File: config.mk
export PLATFORM = sky130hd
export DESIGN_NAME = ahb_dp_sel
export DESIGN_NICKNAME = d
export VERILOG_FILES = /design/src/rtl/ahb_dp_sel.sv
export SDC_FILE = /design/constraint.sdc
export NUM_CORES = 1
export LEC_CHECK = 0
export BUFFER_PORTS_ARGS = -buffer_cell sky130_fd_sc_hd__buf_2
export CAP_MARGIN = 20
export CORE_ASPECT_RATIO = 0.8
export CORE_MARGIN = 1
export CORE_UTILIZATION = 45
export CTS_CLUSTER_SIZE = 10
export DETAILED_ROUTE_END_ITERATION = 7
export HOLD_SLACK_MARGIN = 0.05
export MAX_ROUTING_LAYER = met4
export PLACE_DENSITY_LB_ADDON = 0.3
export SYNTH_ARGS = -nofsm -noshare
export SYNTH_HDL_FRONTEND = slang
export SYNTH_SLANG_ARGS = --single-unit
File: constraint.sdc
create_clock -name hclk -period 2.25 [get_ports hclk]
set_input_delay 0.3375 -clock hclk [delete_from_list [all_inputs] [get_ports hclk]]
set_output_delay 0.3375 -clock hclk [all_outputs]
set_load 0.03 [all_outputs]
File: src/rtl/ahb_dp_sel.sv
// AHB data-phase select register with a built-in default slave.
// The address-phase decoder select is registered into a data-phase select
// for the response mux. Decode misses and conflicts are routed to an internal
// default slave, which gives a two-cycle ERROR response to real transfers.
module ahb_dp_sel #(
    parameter int NS = 10,
    parameter int CW = 8
) (
    input  logic          hclk,
    input  logic          hreset,
    input  logic [1:0]    htrans,
    input  logic          hready,
    input  logic [NS-1:0] hsel_ap,
    output logic [NS-1:0] dsel,
    output logic          dflt_sel,
    output logic          dflt_hreadyout,
    output logic          dflt_hresp,
    output logic [CW-1:0] err_cnt
);

    typedef enum logic [1:0] {
        IDLE = 2'b00,
        ERR1 = 2'b01,
        ERR2 = 2'b10
    } state_t;

    localparam logic [CW-1:0] CNT_MAX = {CW{1'b1}};

    state_t        state;
    logic          fsm_hreadyout;
    logic          fsm_hresp;
    logic          sel_any;
    logic          sel_multi;
    logic          sel_valid;
    logic          err_req;
    logic          capture;
    logic [CW-1:0] cnt_inc;

    // Classify the address-phase select: one-hot is a valid decode, anything
    // else goes to the default slave; only real transfers get an ERROR.
    // ERR1 never captures, even if the fed-back hready is wrongly high.
    always_comb begin
        sel_any   = |hsel_ap;
        sel_multi = |(hsel_ap & (hsel_ap - NS'(1)));
        sel_valid = sel_any & ~sel_multi;
        err_req   = ~sel_valid & htrans[1];
        capture   = hready & (state != ERR1);
        cnt_inc   = (err_cnt == CNT_MAX) ? err_cnt : err_cnt + CW'(1);
    end

    // Register the data-phase select on each accepted address phase.
    always_ff @(posedge hclk) begin
        if (hreset) begin
            dsel     <= '0;
            dflt_sel <= 1'b1;
        end else if (capture) begin
            dsel     <= sel_valid ? hsel_ap : '0;
            dflt_sel <= ~sel_valid;
        end
    end

    // Default-slave FSM with registered response outputs and saturating error counter.
    always_ff @(posedge hclk) begin
        if (hreset) begin
            state         <= IDLE;
            fsm_hreadyout <= 1'b1;
            fsm_hresp     <= 1'b0;
            err_cnt       <= '0;
        end else begin
            case (state)
                IDLE: begin
                    if (capture && err_req) begin
                        state         <= ERR1;
                        fsm_hreadyout <= 1'b0;
                        fsm_hresp     <= 1'b1;
                        err_cnt       <= cnt_inc;
                    end
                end
                ERR1: begin
                    state         <= ERR2;
                    fsm_hreadyout <= 1'b1;
                    fsm_hresp     <= 1'b1;
                end
                ERR2: begin
                    if (capture) begin
                        if (err_req) begin
                            state         <= ERR1;
                            fsm_hreadyout <= 1'b0;
                            fsm_hresp     <= 1'b1;
                            err_cnt       <= cnt_inc;
                        end else begin
                            state         <= IDLE;
                            fsm_hreadyout <= 1'b1;
                            fsm_hresp     <= 1'b0;
                        end
                    end
                end
                default: begin
                    state         <= IDLE;
                    fsm_hreadyout <= 1'b1;
                    fsm_hresp     <= 1'b0;
                end
            endcase
        end
    end

    // The default slave only drives the bus response when it owns the data phase.
    always_comb begin
        dflt_hreadyout = fsm_hreadyout & dflt_sel;
        dflt_hresp     = fsm_hresp & dflt_sel;
    end

endmodule

==> results of run 1 <==
-- routing by layer --
| metal | vias up | part of all wire (%) |
|---|---|---|
| li1 | 513 | - |
| met1 | 486 | 48 |
| met2 | 28 | 46 |
| met3 | 2 | 5.4 |
| met4 | 0 | 0.63 |
| met5 | - | 0 |
-- path summary, 6_finish.rpt --
kind / to
setup reg to reg: err_cnt[0]$_SDFFE_PP0P_
hold reg to reg: dsel[2]$_SDFFE_PP0P_
hold / removal: dsel[5]$_SDFFE_PP0P_
setup / recovery: err_cnt[0]$_SDFFE_PP0P_
-- per-stage QoR --
stage / instances / hold WS (ns) / worst slack (ns)
floorplan: 113 / 0.4543 / 0.4152
global placement: 173 / 0.4591 / 0.1290
detailed placement: 173 / 0.4601 / 0.1013
CTS: 177 / 0.2571 / 0.4436
global route: 177 / 0.2555 / 0.2959
finish: 177 / 0.2725 / 0.4432
-- cell families (layout without fill, tap and decap cells) --
kind of cell	after synthesis	count (layout)
and+or+nand+nor	41	41
DFF	23	23
adders and majority gates	1	1
buffers and inverters	6	45
AOI/OAI and AO/OA	40	40
muxes	2	2
-- power breakdown --
part | total [mW] | switching, mW | internal [mW] | leakage [nW]
registers | 0.419 | 0.00527 | 0.414 | 0.186
clock network | 0.189 | 0.123 | 0.0664 | 0.0177
logic | 0.0846 | 0.0507 | 0.0339 | 0.341
-- layout by cell type, fill, tap and decap left out, types with 2 or more instances in the layout --
cell | Yosys | layout
nand2_1 | 6 | 6
o31ai_1 | 3 | 3
a21oi_1 | 10 | 10
nand2b_1 | 3 | 3
nand3_1 | 5 | 5
nand4b_1 | 2 | 2
o21ai_0 | 6 | 6
a211o_1 | 2 | 2
a22o_1 | 10 | 10
or4_1 | 2 | 2
nor2_1 | 8 | 8
buf_4 | 1 | 5
or3_1 | 6 | 6
inv_1 | 2 | 2
buf_2 | 1 | 34
and2_1 | 2 | 2
o21bai_1 | 2 | 2
and3_1 | 2 | 2
dfxtp_1 | 23 | 23
clkbuf_4 | 0 | 3
-- critical path: cells and delay by family --
| kind | cells | cell delay (ns) |
|---|---|---|
| AO/OA/AOI/OAI | 2 | 0.54 |
| buffers and inverters | 1 | 0.13 |
| multiplexers | 1 | 0.34 |
| AND/OR/NAND/NOR | 3 | 0.67 |
-- registers in the layout (all words and copies together) (netlist names) --
register       cells
dsel              10
state              2
fsm_hresp          1
fsm_hreadyout      1
dflt_sel           1
err_cnt            8
-- final cells by class --
type	instances	share of cell area, %
Tap cell	25	2.427
Clock inverter	1	0.3883
Timing Repair Buffer	39	16.12
Sequential cell	23	35.73
Multi-Input combinational cell	84	43.01
Inverter	2	0.5825
Clock buffer	3	1.748
==> results_dict.tcl, run 1 <==
set metrics [dict create \
    synth_largest_area_cell "dfxtp_1" \
    rsz0062_at_grt "false" \
    antenna_left 0 \
    postSynthAreaPerCell_um2 9.223 \
    syn-instance-count 113 \
    total_power_mw 0.6929 \
    multi_input_area_um2 554.3 \
    flow.area_growth_from_synthesis_pct 23.65 \
    globalRouteMet1Util_pct 26.12 \
    cts_hold_buffers_added 0 \
    grt_pass1_wl_um 3636 \
    crit_start "hsel_ap[1]" \
    ys_dominant_reg_cell "dfxtp_1" \
    final_net_count 169 \
    layout.filler_cells 216 \
    cellLeakagePower_nw 0.5447 \
    post_synthesis_compound_gate_area_fraction_pct 26.77 \
    yosysMostFrequentCell "dfxtp_1" \
    cts_post_setup_buffers_inserted 0 \
    clock_insertion_delay_worst_skew_ns 0.31 \
    drv_slew 0 \
    routed_wl_um 2223 \
    reg2reg_setup_slack_ns 0.55 \
    clk_pin_slew_worst_paths_ns 0.12 \
    clkSinkCount 23 \
    synth.cell_area_um2 1042 \
    drtIter0Drc 33 \
    vias_per_cell 5.814 \
    clock-root-buffer "clkbuf_4" \
    clock-skew-final_ns 0.0008311 \
    synth_seq_area_share_pct 44.18 \
    via_count_of_the_first_global_routing_pass 807 \
    chipWidth_um 55.81 \
    cts_buffers 3 \
    number_of_synthesized_flops_with_an_enable_pin 0 \
    final_period_demand_of_the_worst_path_ns 1.807 \
    outcome "finished clean" \
    grt_busiest_layer "met2" \
    timing.final.crit_share_pct 80.30 \
    ff2ff_path_depth 6 \
    synth_top_family_by_area "compound AO/OA/AOI/OAI gates" \
    clock_tree_from_tritoncts "built" \
    max_slew.worst_pin.slew_ns 0.7341 \
    drcViolationCount 0 \
    initial_utilization_pct 47.87 \
    synthTopCellsByCount "dfxtp_1 (23), a21oi_1 (10), a22o_1 (10)" \
    grt_max_degree 18 \
    totalNegativeSetupSlack_ns 0 \
    globalplace.congestion 0.7825 \
    slowest_cp_cell "or3_1" \
    yosys.area_share.simple_pct 23.17 \
    dieArea_um2 2514 \
    syn_nets 129 \
    antenna_found_initial 0 \
    dp.final_hpwl_um 1662 \
    hold_violations 0 \
    finalSetupViolCount 0 \
    global_route.usage.met3_pct 6.017 \
    fp.coreArea_um2 2177 \
    use_met2_pct 29.16 \
    max_slew_margin_pct 51.06 \
    count_of_input_and_output_buffers 34 \
    post_synth_fa_ha_maj_area_fraction_pct 1.200 \
    post_cts_resized 0 \
    critical_path_at_ns 2.01 \
    post-route-util_pct 59.20 \
    min_path_cells 2 \
    worstPathCellList "buf_2 > or3_1 > o31ai_1 > nand3_1 > o21ai_2 > nor2_1 > mux2_1" \
    min-delay-start "hsel_ap[5]" \
    cell_pwr_density_nw_per_um2 537.7 \
    ys_ff_latch 23 \
    critical_path.reg2reg.startpoint "err_cnt[3]$_SDFFE_PP0P_" \
    synth_cell_type_count 35 \
    wl_per_cell_um 12.56 \
    floorplan.io_pins 36 \
    critical_path.max_fanout 9 \
    first_drt_pass_iteration_count 4 \
    critical_path_data_required_time_ns 2.46 \
    max_cap_viol_count 0 \
    type_of_the_worst_setup_path "input pin to flop" \
    irDropWorstVdd_mv 0.3925 \
    muxShareOfSynthArea_pct 2.041 \
    post-synth-top-area-fraction_pct 44.18 \
    die_y_um 45.05 \
    ys.warnings.count 0 \
    antenna_cells 0 \
    min_path_type "input pin to flop" \
    crit_path_end_kind "flop" \
    vias 1029 \
    seq_area_um2 460.4 \
    globalRouteTotalUtil_pct 19.50 \
    clock_tree.buffer_depth 2 \
    htree_num_levels 1 \
    instance_area_at_placement_um2 1261 \
    finish.instance_area_um2 1289 \
    cp_launch_type "input pin" \
    global_route.overflow_total 0 \
    async_reset_ff_share_pct 0 \
    fmax_mhz 553.5 \
    drive_gt1_share_pct 30.92 \
    rows 15 \
    synth.top_cells.by_area "dfxtp_1 (44%), a22o_1 (8.4%), a21oi_1 (4.8%), or3_1 (3.6%), o21ai_0 (2.9%)" \
    critical-path-max-stage-delay_ns 0.39 \
    synth_xor_area_share_pct 0 \
]
(Power assumes the default switching activity.)
==> run 2, diff against run 1 <==
--- a/config.mk
+++ b/config.mk
@@ -5,11 +5,12 @@
 export SDC_FILE = /design/constraint.sdc
 export NUM_CORES = 1
 export LEC_CHECK = 0
+export ABC_AREA = 1
 export BUFFER_PORTS_ARGS = -buffer_cell sky130_fd_sc_hd__buf_2
 export CAP_MARGIN = 20
 export CORE_ASPECT_RATIO = 0.8
 export CORE_MARGIN = 1
-export CORE_UTILIZATION = 45
+export CORE_UTILIZATION = 44
 export CTS_CLUSTER_SIZE = 10
 export DETAILED_ROUTE_END_ITERATION = 7
 export HOLD_SLACK_MARGIN = 0.05
==> constraint.sdc (replaced) <==
create_clock -name hclk -period 1.6 [get_ports hclk]
set_input_delay 0.24 -clock hclk [delete_from_list [all_inputs] [get_ports hclk]]
set_output_delay 0.24 -clock hclk [all_outputs]
set_load 0.03 [all_outputs]
==> run 2 against run 1 <==
  * Wire length up 21%
  * Clock power up 43%
  * Non-clock buffer count down 2
  * Final cell count rose by 33%
  * Largest cell class unchanged
==> results_dict.tcl, run 2 <==
set metrics [dict create \
    type_of_the_worst_setup_path "flop to flop" \
    min-delay-start "hsel_ap[6]" \
    layout.cells.most_common "nand2_1" \
    yosys.area_share.simple_pct 30.34 \
    floorplan.io_pins 36 \
    postSynthAreaPerCell_um2 6.974 \
    worst_r2r_endpoint "err_cnt[0]$_SDFFE_PP0P_" \
    wl_per_cell_um 11.42 \
    min_path_type "input pin to flop" \
    min_path_cells 3 \
    final_period_demand_of_the_worst_path_ns 1.531 \
    synth_largest_area_cell "dfxtp_1" \
    chipWidth_um 58.66 \
    critical_path_at_ns 1.78 \
    clock-skew-final_ns 0.01190 \
    reg2reg_setup_slack_ns 0.07 \
    synth_xor_area_share_pct 4.651 \
    dieArea_um2 2776 \
    timing.final.crit_share_pct 95.68 \
    clock-root-buffer "clkbuf_4" \
    instance_area_at_placement_um2 1334 \
    die_y_um 47.33 \
    rows 16 \
    ys.warnings.count 0 \
    crit_path_end_kind "flop" \
    critical_path.reg2reg.startpoint "state[1]$_SDFFE_PP0P_" \
    syn-instance-count 162 \
    antenna_left 0 \
    biggestRegsByFlops "dsel: 10 flops, err_cnt: 8 flops, state: 2 flops" \
    synth_top_family_by_area "simple AND/OR/NAND/NOR gates" \
    placed_cells_incl_taps 229 \
    post_synthesis_compound_gate_area_fraction_pct 16.17 \
    finalSetupViolCount 0 \
    routed_wl_um 2695 \
    number_of_synthesized_flops_with_an_enable_pin 0 \
    post-synth-top-area-fraction_pct 40.75 \
    antenna_cells 0 \
    hold_violations 0 \
    antenna_found_initial 0 \
    max_slew_margin_pct 74.91 \
    vias_per_cell 4.953 \
    first_drt_pass_iteration_count 4 \
    vias 1169 \
    clock_tree.buffer_depth 2 \
    outcome "finished clean" \
    clkSinkCount 23 \
    cp_launch_type "flop" \
    clock_tree_from_tritoncts "built" \
    async_reset_ff_share_pct 0 \
    cts_buffers 3 \
    synth.top_cells.by_area "dfxtp_1 (41%), nand2_1 (14%), a21oi_1 (9.3%), o21ai_0 (6.2%), nor2_1 (5.6%)" \
    global_route.overflow_total 0 \
    cell_pwr_density_nw_per_um2 778.5 \
    totalNegativeSetupSlack_ns 0 \
    drcViolationCount 0 \
    yosysMostFrequentCell "nand2_1" \
    max_cap_viol_count 0 \
    largest_register_ff_count 10 \
    drive_gt1_share_pct 29.00 \
    critical_path_data_required_time_ns 1.85 \
    globalplace.congestion 0.8779 \
    clock_insertion_delay_worst_skew_ns 0.32 \
    flow.area_growth_from_synthesis_pct 25.03 \
    fp.coreArea_um2 2442 \
    ys_dominant_reg_cell "dfxtp_1" \
    grt_pass1_wl_um 3801 \
    ff2ff_path_depth 8 \
    grt_max_degree 21 \
    ys_ff_latch 23 \
    via_count_of_the_first_global_routing_pass 928 \
    worst_hold_path.endpoint "dsel[6]$_SDFFE_PP0P_" \
    max_flop_register "dsel" \
    count_of_input_and_output_buffers 34 \
    synth.cell_area_um2 1130 \
    final_net_count 217 \
    synth_seq_area_share_pct 40.75 \
    max_slew.worst_pin.slew_ns 0.3743 \
    initial_utilization_pct 46.26 \
    cellLeakagePower_nw 0.6369 \
    clk_pin_slew_worst_paths_ns 0.13 \
    irDropWorstVdd_mv 0.5170 \
    fmax_mhz 653.3 \
    drtIter0Drc 52 \
    finish.cell_count_without_fillers 236 \
    post_synth_fa_ha_maj_area_fraction_pct 1.107 \
    final_cell_mix "nand2_1 (42), buf_2 (34), dfxtp_1 (22)" \
    critical_path.max_fanout 7 \
    muxShareOfSynthArea_pct 0 \
    dp.final_hpwl_um 1837 \
    htree_num_levels 1 \
    drv_slew 0 \
    synth_cell_type_count 22 \
    globalRouteTotalUtil_pct 19.49 \
    syn_nets 178 \
    synthTopCellsByCount "nand2_1 (43), dfxtp_1 (23), a21oi_1 (21)" \
    finish.instance_area_um2 1413 \
]
==> run 2: changes by cell type in the layout (fill, tap and decap cells not counted), moves of 6 or more <==
cell / previous run / this run
nand2_1: 6 / 42
a21oi_1: 10 / 21
a22o_1: 10 / 0
inv_1: 2 / 11
o21ai_0: 6 / 14
nor2_1: 8 / 15
or3_1: 6 / 0
==> run 2: cell type report <==
cell class / instances / area (um2)
Multi-Input combinational cell: 121 / 624.3
Inverter: 14 / 56.30
Timing Repair inverter: 1 / 5.005
Sequential cell: 23 / 461.7
Tap cell: 36 / 45.04
Clock inverter: 1 / 5.005
Clock buffer: 3 / 22.52
Fill cell: 251 / 1030
Timing Repair Buffer: 37 / 192.7
==> run 2: cell families (layout without fill, tap and decap cells) <==
group | count (synthesis) | count (layout)
fa+ha+maj | 1 | 1
buf+inv | 19 | 56
compound gates | 36 | 36
flops | 23 | 23
simple gates | 77 | 78
xor+xnor | 6 | 6
==> run 2: critical path: stages, from the launching register on <==
cell and delay (ns):
dfxtp_1 0.38, inv_1 0.05, nand2_1 0.09, nand2_2 0.14
nor2_4 0.20, nand3_2 0.15, nor2_4 0.22, nand2_1 0.08
a21oi_1 0.15
==> run 2: power by group <==
part           total (mW)  switching, mW  internal, mW
combinational       0.216          0.147        0.0687
clock               0.271          0.177        0.0938
sequential          0.613         0.0142         0.598
==> run 2: through the flow <==
step | hold WS (ns) | power [mW] | worst slack (ns) | utilization, %
floorplan | 0.3237 | 0.7550 | 0.03276 | -
global placement | 0.4536 | 0.8162 | 0.08933 | 54.61
detailed placement | 0.4696 | 0.8235 | 0.05072 | 54.61
CTS | 0.1721 | 1.088 | 0.07335 | 55.74
global route | 0.1646 | 1.153 | -0.06435 | 57.84
finish | 0.1757 | 1.100 | 0.06919 | 57.84
==> run 2: worst max path at each step <==
stage / depth (start not counted) / end / start
6_report: 8 / err_cnt[0]$_SDFFE_PP0P_ / state[1]$_SDFFE_PP0P_
5_1_grt: 7 / err_cnt[5]$_SDFFE_PP0P_ / err_cnt[0]$_SDFFE_PP0P_
3_3_place_gp: 9 / err_cnt[2]$_SDFFE_PP0P_ / hsel_ap[2]
3_5_place_dp: 10 / err_cnt[0]$_SDFFE_PP0P_ / hsel_ap[2]
2_1_floorplan: 8 / err_cnt[2]$_SDFFE_PP0P_ / err_cnt[0]$_SDFFE_PP0P_
4_1_cts: 7 / err_cnt[0]$_SDFFE_PP0P_ / err_cnt[1]$_SDFFE_PP0P_
==> run 2: timing repair <==
item | in CTS | in global routing
resized for setup | 0 | 8
hold buffers | 0 | 0
setup buffers | 0 | 1
setup endpoints to repair | 0 | 8
==> run 2: per-layer routing <==
metal,up-vias,global-route usage (%),part of all wire [%]
li1,604,-,-
met1,528,22.91,45
met2,33,31.49,47
met3,4,6.061,6.5
met4,0,8.095,1.4
met5,-,-,0
==> run 3, diff against run 2 <==
--- a/config.mk
+++ b/config.mk
@@ -5,14 +5,13 @@
 export SDC_FILE = /design/constraint.sdc
 export NUM_CORES = 1
 export LEC_CHECK = 0
-export ABC_AREA = 1
 export BUFFER_PORTS_ARGS = -buffer_cell sky130_fd_sc_hd__buf_2
-export CAP_MARGIN = 20
 export CORE_ASPECT_RATIO = 0.8
 export CORE_MARGIN = 1
-export CORE_UTILIZATION = 44
+export CORE_UTILIZATION = 43
 export CTS_CLUSTER_SIZE = 10
 export DETAILED_ROUTE_END_ITERATION = 7
+export GPL_TIMING_DRIVEN = 1
 export HOLD_SLACK_MARGIN = 0.05
 export MAX_ROUTING_LAYER = met4
 export PLACE_DENSITY_LB_ADDON = 0.3
==> run 3 against run 2 <==
  * The flow now finishes with violations (design-rule violations, negative setup slack)
  * Via count down 5.6%
  * Global-route usage up 1.5 points
  * Flip-flop and latch count unchanged
  * Clock skew down 0.0088 ns
  * Die area down 5.4%
  * Largest cell class unchanged
  * Largest power group unchanged
  * Highest routed layer unchanged
==> results_dict.tcl, run 3 (synthesis results as in run 1) <==
set metrics [dict create \
    outcome "finished with violations" \
    violations_in_the_final_reports "design-rule violations, negative setup slack" \
    total_power_mw 1.034 \
    finalSetupViolCount 2 \
    drcViolationCount 4 \
    fmax_mhz 624.3 \
    max_cap_viol_count 0 \
    drv_slew 0 \
    clock-skew-final_ns 0.003054 \
    share_comb_of_total_power_pct 16.6 \
    cts_buffers 3 \
    routed_wl_um 2791 \
    cellLeakagePower_nw 0.6462 \
    via_count_of_the_first_global_routing_pass 922 \
    clock_tree.buffer_depth 2 \
    clock-root-buffer "clkbuf_4" \
    critical_path.max_fanout 6 \
    drive_gt1_share_pct 43.45 \
    dp.final_hpwl_um 1954 \
    fp.coreArea_um2 2215 \
    min-delay-start "hsel_ap[9]" \
    floorplan.io_pins 36 \
    biggestRegsByFlops "dsel: 10 flops, err_cnt: 8 flops, state: 2 flops" \
    clock_tree_from_tritoncts "built" \
    chipWidth_um 57.05 \
    globalplace.congestion 0.7591 \
    vias_per_cell 5.720 \
    flow.area_growth_from_synthesis_pct 44.78 \
    global_route.overflow_total 0 \
    clkSinkCount 23 \
    vias 1104 \
    max_slew_margin_pct 67.16 \
    critical_path.reg2reg.startpoint "state[0]$_SDFFE_PP0P_" \
    cell_pwr_density_nw_per_um2 685.0 \
    final_net_count 185 \
    timing.final.crit_share_pct 100.1 \
    antenna_left 0 \
    critical_path_at_ns 1.86 \
    internal_power_mw 0.7561 \
    crit_start "hsel_ap[7]" \
    count_of_input_and_output_buffers 34 \
    antenna_cells 0 \
    cp_launch_type "input pin" \
    drtIter0Drc 47 \
    clk_pin_slew_worst_paths_ns 0.13 \
    first_drt_pass_iteration_count 6 \
    max_flop_register "dsel" \
    die_y_um 46.04 \
    crit_path_end_kind "flop" \
    final_period_demand_of_the_worst_path_ns 1.602 \
    min_path_type "input pin to flop" \
    rsz0062_at_grt "true" \
    grt_pass1_wl_um 3988 \
    power_frac_clock_pct 26.5 \
    grt_max_degree 14 \
    place_worst_setup_slack_ns -0.3852 \
    hold_violations 0 \
    antenna_found_initial 0 \
    wl_per_cell_um 14.46 \
    max_slew.worst_pin.slew_ns 0.4927 \
    dieArea_um2 2626 \
    htree_num_levels 1 \
    initial_utilization_pct 47.06 \
    layout.cells.most_common "buf_2" \
    irDropWorstVdd_mv 0.6290 \
    largest_register_ff_count 10 \
    globalRouteTotalUtil_pct 21.04 \
    setup_ws_post_layout_ns -0.001833 \
    type_of_the_worst_setup_path "input pin to flop" \
    rows 15 \
    final_cell_mix "buf_2 (30), dfxtp_1 (21), buf_4 (18)" \
    switching_power_mw 0.2776 \
    clock_insertion_delay_worst_skew_ns 0.32 \
    sw_frac_of_total_pct 26.86 \
    critical_path_data_required_time_ns 1.86 \
    power.share.sequential_pct 57.0 \
]
-- run 3: changes by cell type in the layout (fill, tap and decap cells not counted), sizes merged, moves of 10 or more --
cell / before / now
nand2: 45 / 6
buf: 37 / 55
nor2: 20 / 8
a21oi: 21 / 10
inv: 13 / 2
a22o: 0 / 10
-- run 3: area by class of cell --
type / instances / area, um2
Tap cell: 25 / 31.28
Sequential cell: 23 / 462.9
Clock inverter: 1 / 5.005
Clock buffer: 3 / 22.52
Inverter: 2 / 7.507
Timing Repair Buffer: 55 / 367.9
Multi-Input combinational cell: 84 / 611.8
Fill cell: 180 / 705.7
-- run 3: what timing repair did --
| item | 4_1_cts | 5_1_grt |
|---|---|---|
| pin swaps | 5 | 12 |
| gates resized for setup | 1 | 19 |
| hold buffers | 0 | 0 |
| buffers inserted | 2 | 0 |
| endpoints found under the setup margin | 11 | 18 |
| cloned | 0 | 1 |
-- run 3: worst max-delay path: stages --
cell and delay [ns]:
buf_6 0.11, nor4_4 0.31, a211o_1 0.18, and3_4 0.20
o21ai_4 0.08, buf_6 0.14, or4_1 0.46, a21oi_1 0.14
-- run 3: stage by stage --
step	area, um2	std cells	hold slack, ns	utilization (%)	TNS, ns
final	1509	193	0.1953	68.14	-0.003189
after global routing	1509	193	0.1831	68.14	-0.3172
after CTS	1439	192	0.1724	64.97	0
after detailed placement	1393	186	0.4612	62.88	-5.488
after global placement	1393	186	0.4582	62.88	-5.036
after floorplan	1082	113	0.3657	-	-1.398
-- run 3: final timing paths --
path / end / slack (ns) / cells past startpoint
min reg2reg: dsel[2]$_SDFFE_PP0P_ / 0.49 / 1
min: dsel[9]$_SDFFE_PP0P_ / 0.20 / 2
max reg2reg: err_cnt[4]$_SDFFE_PP0P_ / 0.11 / 5
max: err_cnt[4]$_SDFFE_PP0P_ / -0.002 / 8
-- run 3: metal layers --
metal,GRT usage (%),share of wire [%],routed length [um],vias up
li1,-,-,-,543
met5,-,0,0,-
met4,9.268,0.54,15,0
met1,26.29,46,1283,518
met2,32.24,47,1316,41
met3,5.682,6.3,176,2
-- run 3: power by group through the flow --
| stage | registers (mW) | clock network (mW) | logic (mW) |
|---|---|---|---|
| global route | 0.591 | 0.304 | 0.182 |
| detailed placement | 0.602 | 0 | 0.149 |
| finish | 0.589 | 0.273 | 0.171 |
| floorplan | 0.607 | 0 | 0.0678 |
| global placement | 0.601 | 0 | 0.144 |
| CTS | 0.589 | 0.276 | 0.152 |
